==> src/rtl/cpu_types_pkg.sv <==
// ---------------------------------------------------------------------------
// cpu_types_pkg
// Shared types for the pipelined processor: the machine word, the branch
// predictor counter, the IF/ID latch record and the NOP/bubble constants.
// Also provides the 2-bit saturating counter step used by the predictor.
// ---------------------------------------------------------------------------
package cpu_types_pkg;

  typedef logic [31:0] word_t;

  // 2-bit saturating branch counter; MSB is the taken prediction
  typedef logic [1:0] bht_ctr_t;

  localparam bht_ctr_t CTR_WNT   = 2'b01;
  localparam word_t    NOP_INSTR = 32'h0000_0000;

  // IF/ID pipeline latch contents
  typedef struct packed {
    word_t instruction;
    word_t instr_npc;
    logic  branch_taken;
    logic  valid;
  } ifid_t;

  // An empty IF/ID slot: sll r0 NOP, no prediction, not valid
  localparam ifid_t IFID_BUBBLE = '{
    instruction:  NOP_INSTR,
    instr_npc:    32'h0000_0000,
    branch_taken: 1'b0,
    valid:        1'b0
  };

  // One training step of a saturating counter toward the resolved outcome
  function automatic bht_ctr_t ctr_next(input bht_ctr_t ctr, input logic taken);
    bht_ctr_t result;
    result = ctr;
    if (taken) begin
      if (ctr != 2'b11) result = ctr + 2'b01;
    end else begin
      if (ctr != 2'b00) result = ctr - 2'b01;
    end
    return result;
  endfunction

endpackage

==> src/rtl/branch_predictor.sv <==
// ---------------------------------------------------------------------------
// branch_predictor
// Direct-mapped table of 2-bit saturating counters.
//   CLK, nRST  : clock, asynchronous active-low reset (all counters -> 01)
//   rd_idx     : index of the PC being fetched
//   rd_taken   : combinational prediction (counter MSB) for rd_idx
//   upd_en     : train one counter this cycle
//   upd_idx    : index of the resolved branch
//   upd_taken  : resolved direction
// A read of the entry being trained in the same cycle sees the old value,
// since the write only lands at the clock edge.
// ---------------------------------------------------------------------------
module branch_predictor
  import cpu_types_pkg::*;
#(
  parameter  int ENTRIES = 16,
  localparam int IDX_W   = $clog2(ENTRIES)
) (
  input  logic             CLK,
  input  logic             nRST,
  input  logic [IDX_W-1:0] rd_idx,
  output logic             rd_taken,
  input  logic             upd_en,
  input  logic [IDX_W-1:0] upd_idx,
  input  logic             upd_taken
);

  bht_ctr_t ctr_q [ENTRIES];

  always_ff @(posedge CLK or negedge nRST) begin
    if (!nRST) begin
      for (int i = 0; i < ENTRIES; i++) ctr_q[i] <= CTR_WNT;
    end else if (upd_en) begin
      ctr_q[upd_idx] <= ctr_next(ctr_q[upd_idx], upd_taken);
    end
  end

  assign rd_taken = ctr_q[rd_idx][1];

endmodule

==> src/rtl/fetch_stage.sv <==
// ---------------------------------------------------------------------------
// fetch_stage
// Instruction fetch: holds the PC, issues instruction-memory reads, predicts
// branch direction, and registers fetched words into the IF/ID latch.
//   CLK, nRST          : clock, asynchronous active-low reset
//   imemREN, imemaddr  : read enable (high out of reset) and address (= PC)
//   imemload, ihit     : returned word and its valid strobe
//   stall, flush       : hold PC+IF/ID / squash IF/ID
//   ex_redirect/target : execute-stage correction (highest priority)
//   dec_redirect       : decode-side taken redirect to branch_target
//   bp_update/pc/taken : predictor training from resolved branches
//   instruction, instr_npc, branch_taken, instr_valid : IF/ID outputs
// Without a BTB, fetch always proceeds to PC+4; a predicted-taken branch is
// turned into a redirect by decode one cycle later.
// ---------------------------------------------------------------------------
module fetch_stage
  import cpu_types_pkg::*;
#(
  parameter word_t PC_INIT     = 32'h0000_0000,
  parameter int    BHT_ENTRIES = 16
) (
  input  logic        CLK,
  input  logic        nRST,
  output logic        imemREN,
  output logic [31:0] imemaddr,
  input  logic [31:0] imemload,
  input  logic        ihit,
  input  logic        stall,
  input  logic        flush,
  input  logic        ex_redirect,
  input  logic [31:0] ex_target,
  input  logic        dec_redirect,
  input  logic [31:0] branch_target,
  input  logic        bp_update,
  input  logic [31:0] bp_pc,
  input  logic        bp_taken,
  output logic [31:0] instruction,
  output logic [31:0] instr_npc,
  output logic        branch_taken,
  output logic        instr_valid
);

  localparam int IDX_W = $clog2(BHT_ENTRIES);

  word_t pc_q, pc_next, pc_plus4;
  ifid_t ifid_q, ifid_next;
  logic  predict_taken;
  logic  unused_bp_pc_bits;

  assign pc_plus4 = pc_q + 32'd4;

  // Only the index bits of the resolved branch PC select a counter
  assign unused_bp_pc_bits = ^{bp_pc[31:IDX_W+2], bp_pc[1:0]};

  branch_predictor #(
    .ENTRIES (BHT_ENTRIES)
  ) u_bht (
    .CLK       (CLK),
    .nRST      (nRST),
    .rd_idx    (pc_q[IDX_W+1:2]),
    .rd_taken  (predict_taken),
    .upd_en    (bp_update),
    .upd_idx   (bp_pc[IDX_W+1:2]),
    .upd_taken (bp_taken)
  );

  // PC selection: redirects beat stall; a miss simply keeps the request up
  always_comb begin
    pc_next = pc_q;
    if (ex_redirect)       pc_next = ex_target;
    else if (dec_redirect) pc_next = branch_target;
    else if (stall)        pc_next = pc_q;
    else if (ihit)         pc_next = pc_plus4;
  end

  // IF/ID selection: any redirect or flush squashes the slot even under
  // stall, which drops the fall-through word fetched behind a taken branch
  always_comb begin
    ifid_next = IFID_BUBBLE;
    if (ex_redirect || flush || dec_redirect) begin
      ifid_next = IFID_BUBBLE;
    end else if (stall) begin
      ifid_next = ifid_q;
    end else if (ihit) begin
      ifid_next.instruction  = imemload;
      ifid_next.instr_npc    = pc_plus4;
      ifid_next.branch_taken = predict_taken;
      ifid_next.valid        = 1'b1;
    end
  end

  // PC and IF/ID registers; reset abandons any fetch in flight
  always_ff @(posedge CLK or negedge nRST) begin
    if (!nRST) begin
      pc_q   <= PC_INIT;
      ifid_q <= IFID_BUBBLE;
    end else begin
      pc_q   <= pc_next;
      ifid_q <= ifid_next;
    end
  end

  assign imemREN      = nRST;
  assign imemaddr     = pc_q;
  assign instruction  = ifid_q.instruction;
  assign instr_npc    = ifid_q.instr_npc;
  assign branch_taken = ifid_q.branch_taken;
  assign instr_valid  = ifid_q.valid;

endmodule

==> config.mk <==
export PLATFORM = sky130hd
export DESIGN_NAME = fetch_stage
export DESIGN_NICKNAME = d
export VERILOG_FILES = /design/src/rtl/cpu_types_pkg.sv /design/src/rtl/branch_predictor.sv /design/src/rtl/fetch_stage.sv
export SDC_FILE = /design/constraint.sdc
export NUM_CORES = 1
export LEC_CHECK = 0
export ABC_AREA = 1
export CORE_UTILIZATION = 46
export DETAILED_ROUTE_END_ITERATION = 6
export PLACE_DENSITY_LB_ADDON = 0.1
export SYNTH_ARGS = -nofsm -noshare
export SYNTH_HDL_FRONTEND = slang
export SYNTH_SLANG_ARGS = --single-unit
==> constraint.sdc <==
create_clock -name CLK -period 2.3 [get_ports CLK]
set_input_delay 0.345 -clock CLK [delete_from_list [all_inputs] [get_ports CLK]]
set_output_delay 0.345 -clock CLK [all_outputs]
set_load 0.02 [all_outputs]
==> metrics.md <==
| Metric | Value |
|---|---|
| Syn_area_per_cell | 7.559 µm² |
| YS warnings | 0 |
| Area post-placement | ~9300 µm² |
| Initial antenna violation count | 0 |
| Period utilization | 88.45% |
| Worst Hold Class | in2async |
| Clk sink count | 130 |
| Design area | 9857 µm² |
| Crit path buf inv count | 1 |
| Post-DP HPWL | 15.66 mm |
| Failing checks | design-rule violations |
| DR pass1 iterations | 7 |
| H-tree levels | 4 |
| Global Route Usage Sum | between 20 and 30% |
| CTS tree | yes |
| Relative slew margins | between 50% and 60% |
| Worst Path Required | 2.66 ns |
| Simple-gate portion of the synthesized area | a little under a third |
| Yosys cell types | 35 |
| CP max stage delay | 0.43 ns |
| CP Launch Type | flop |
| First-pass GRT wire length | 35.51 mm |
| Seq cells post-synth | 130 |
| CP most frequent cell | nand2_1 |
| Maxcap violations | 0 |
| ANT nets after route | 0 |
| Max-slew violation count | 0 |
| Leak | 4.579 nW |
| Starting DRC count in detailed routing | just under 500 |
| Core area | 14640 µm² |
| Drc violations | 22 |
| Unrepaired setup endpoints after global routing | false |
| Deepest clock path buffer count | 2 |
| TNS Setup | 0 ns |
| Critical path's slowest cell | dfrtp_1 |
| Slew @ Worst Pin | 0.7312 ns |
| Clock slew at reported path FFs | approximately 0.060 ns |
| Die Y-Extent | 125.2 µm |
| Post-synthesis compound-gate area fraction | 12.68% |
| CTS root buf | clkbuf_16 |
| PD cells | between 600 and 700 nW/µm² |
| Hold Vio Cnt, Final | 0 |
| Post-CTS setup buffer count | 0 |
| Place WS | 0.05279 ns |
| Post-Syn Nets | approximately 1100 |
| ANT cells | 0 |
| Via density | 5.329 |
| Final WS setup | 0.2657 ns |
| Detailed-route via count | 7066 |
| # hold bufs at CTS | 0 |
| Met1 Wirelength | 9.575 mm |
| PostCTS Resize Cnt | 0 |
| Status | finished, violations left |
| Gpl congestion | 0.9064 |
| CP Class | reg2reg |
| Final worst path period need | 2.034 ns |
| Register area share after synthesis | approximately 47% |
| Top sig layer | met4 |
| XOR/XNOR Fraction of Synth Area | 1.758% |
| Pin count of the biggest net entering global routing | approximately 130 |
| Boundary Pins | 236 |
| Row cnt | 44 |
| Die Wd | 125.2 µm |
| Initial Util | 47.64% |
| Final setup viols | 0 |
| Met3 routed WL | 2.040 mm |
| Cells after synthesis | 923 |
| Share of layout cells above drive strength 1 | 8.231% |
| Die area | 15660 µm² |
| Grt total ovfl | 0 |
| Crit-path max FO | 5 |
| DR WL/cell | 16.51 µm |
| Peak supply drop | 0.5630 mV |
| Clock latency at the later pin of the worst-skew pair | 0.42 ns |
| Worst Clk Skew | about 0.012 ns |
| Critical path cell sequence | buf_4, nand3_1, nor2_2, nand2_1, nor2_2, nand2_1, nand2_1, nand2_1, o21ai_0, nand2_1, nand2_1 |
| Vias in the first global route | about 7000 |
| Layout net count | ~1300 |
| CTS Buf Count | 17 |
| Max Fclk | a little under 500 MHz |
| Multiplexer share of the synthesized area | 0% |
| Area Overhead vs Synth | 41.28% |
| Met2 routed wirelength | 9.839 mm |
| Worst Path Arrival | 2.39 ns |
| Largest family of logic cells by synthesized area | simple AND/OR/NAND/NOR gates |
| Synthesized area | 6977 µm² |
| CP Capture Type | flop |
| Drt total wl | 21.90 mm |
| Adder-Cell Fraction of Synth Area | 0.1793% |
| Worst Hold Slack | 0.02378 ns |
| Port bufs | between 200 and 250 |
| Top cell family by delay on the critical path | simple AND/OR/NAND/NOR gates |
==> worst paths after layout <==
kind / startpoint / cells after the start / slack (ns) / end
min: nRST / 2 / 0.02 / u_bht.ctr_q[23]
min in group CLK: u_bht.ctr_q[20] / 2 / 0.47 / u_bht.ctr_q[20]
max in group asynchronous: nRST / 2 / 1.77 / instruction[12]
min reg2reg: u_bht.ctr_q[20] / 2 / 0.47 / u_bht.ctr_q[20]
max: imemaddr[3] / 11 / 0.27 / imemaddr[21]
max reg2reg: imemaddr[3] / 11 / 0.27 / imemaddr[21]
==> final cells by class <==
class | count | area [µm²]
clock inverter | 9 | 83.83
clock buffer | 23 | 478.0
fill | 1279 | 4787
tap | 184 | 230.2
timing repair buffer | 234 | 2308
inverter | 61 | 229.0
multi-input combinational | 685 | 3254
sequential | 130 | 3273
==> stage by stage <==
stage	util, %	cells	power [mW]
5_1_grt	67.31	1326	7.037
6_report	67.31	1326	6.728
3_5_place_dp	63.47	1294	4.175
3_3_place_gp	63.47	1294	4.156
4_1_cts	67.31	1326	6.752
2_1_floorplan	-	923	3.501
==> sequential cells by signal, indices dropped and copies added (netlist names) <==
name,flops
imemaddr,32
instr_npc,32
instruction,32
u_bht.ctr_q,32
branch_taken,1
instr_valid,1
==> cell usage in the layout, fill, tap and decap left out, types with 2 or more instances in the layout <==
| cell type | n |
|---|---|
| o211ai_1 | 6 |
| clkinv_1 | 2 |
| clkbuf_1 | 3 |
| xnor2_1 | 5 |
| clkbuf_16 | 17 |
| nand4_1 | 7 |
| inv_1 | 56 |
| clkinv_2 | 3 |
| nor2_2 | 5 |
| clkdlybuf4s50_1 | 205 |
| o21ai_0 | 35 |
| nand2_1 | 329 |
| o221ai_1 | 2 |
| nor3_1 | 7 |
| dfrtp_1 | 114 |
| dfstp_2 | 16 |
| nand3b_1 | 3 |
| xor2_1 | 9 |
| nor2_1 | 108 |
| nor2_4 | 3 |
| buf_12 | 3 |
| buf_4 | 24 |
| nand2_2 | 5 |
| a32o_1 | 41 |
| clkbuf_8 | 3 |
| nand3_1 | 71 |
| inv_2 | 3 |
| clkinvlp_4 | 4 |
| o22ai_1 | 6 |
| a21oi_1 | 31 |
| nand2_4 | 2 |
| o21ai_1 | 4 |
==> synthesized netlist by cell type (all sizes together) <==
master,count,area (µm²)
a21oi,31,155.2
a22oi,1,7.510
a32o,41,410.4
and2,1,6.260
and3,1,6.260
buf,22,141.4
clkbuf,25,93.84
clkinv,2,7.510
dfrtp,114,2853
dfstp,16,420.4
ha,1,12.51
inv,59,221.5
nand2,336,1289
nand3,71,355.3
nand3b,3,22.52
nand4,7,43.79
nor2,116,455.4
nor3,7,35.03
o211ai,6,45.04
o21ai,40,211.5
o221ai,2,17.52
o22ai,6,37.54
or2,1,6.260
xnor2,5,43.79
xor2,9,78.83
==> kinds of logic (layout without fill, tap and decap cells) <==
kind of cell,Yosys count,count (layout)
xor+xnor,14,14
fa+ha+maj,1,1
flops,130,130
simple gates,543,543
buf+inv,108,327
compound gates,127,127
==> power breakdown <==
group          internal [mW]  switching [mW]  total (mW)
combinational          0.601           0.786        1.39
clock                   1.57            1.01        2.58
sequential              2.55           0.217        2.76
==> worst register-to-register path: stages (launching register included) <==
cell	delay (ns)
dfrtp_1	0.43
buf_4	0.17
nand3_1	0.12
nor2_2	0.24
nand2_1	0.20
nor2_2	0.28
nand2_1	0.11
nand2_1	0.07
nand2_1	0.08
o21ai_0	0.15
nand2_1	0.07
nand2_1	0.05
==> metal layers <==
metal	GRT usage, %	up-vias
met3	9.414	28
met1	38.49	3310
li1	-	3436
met5	0	-
met2	44.10	292
met4	10.76	0
(Power assumes the default switching activity.)
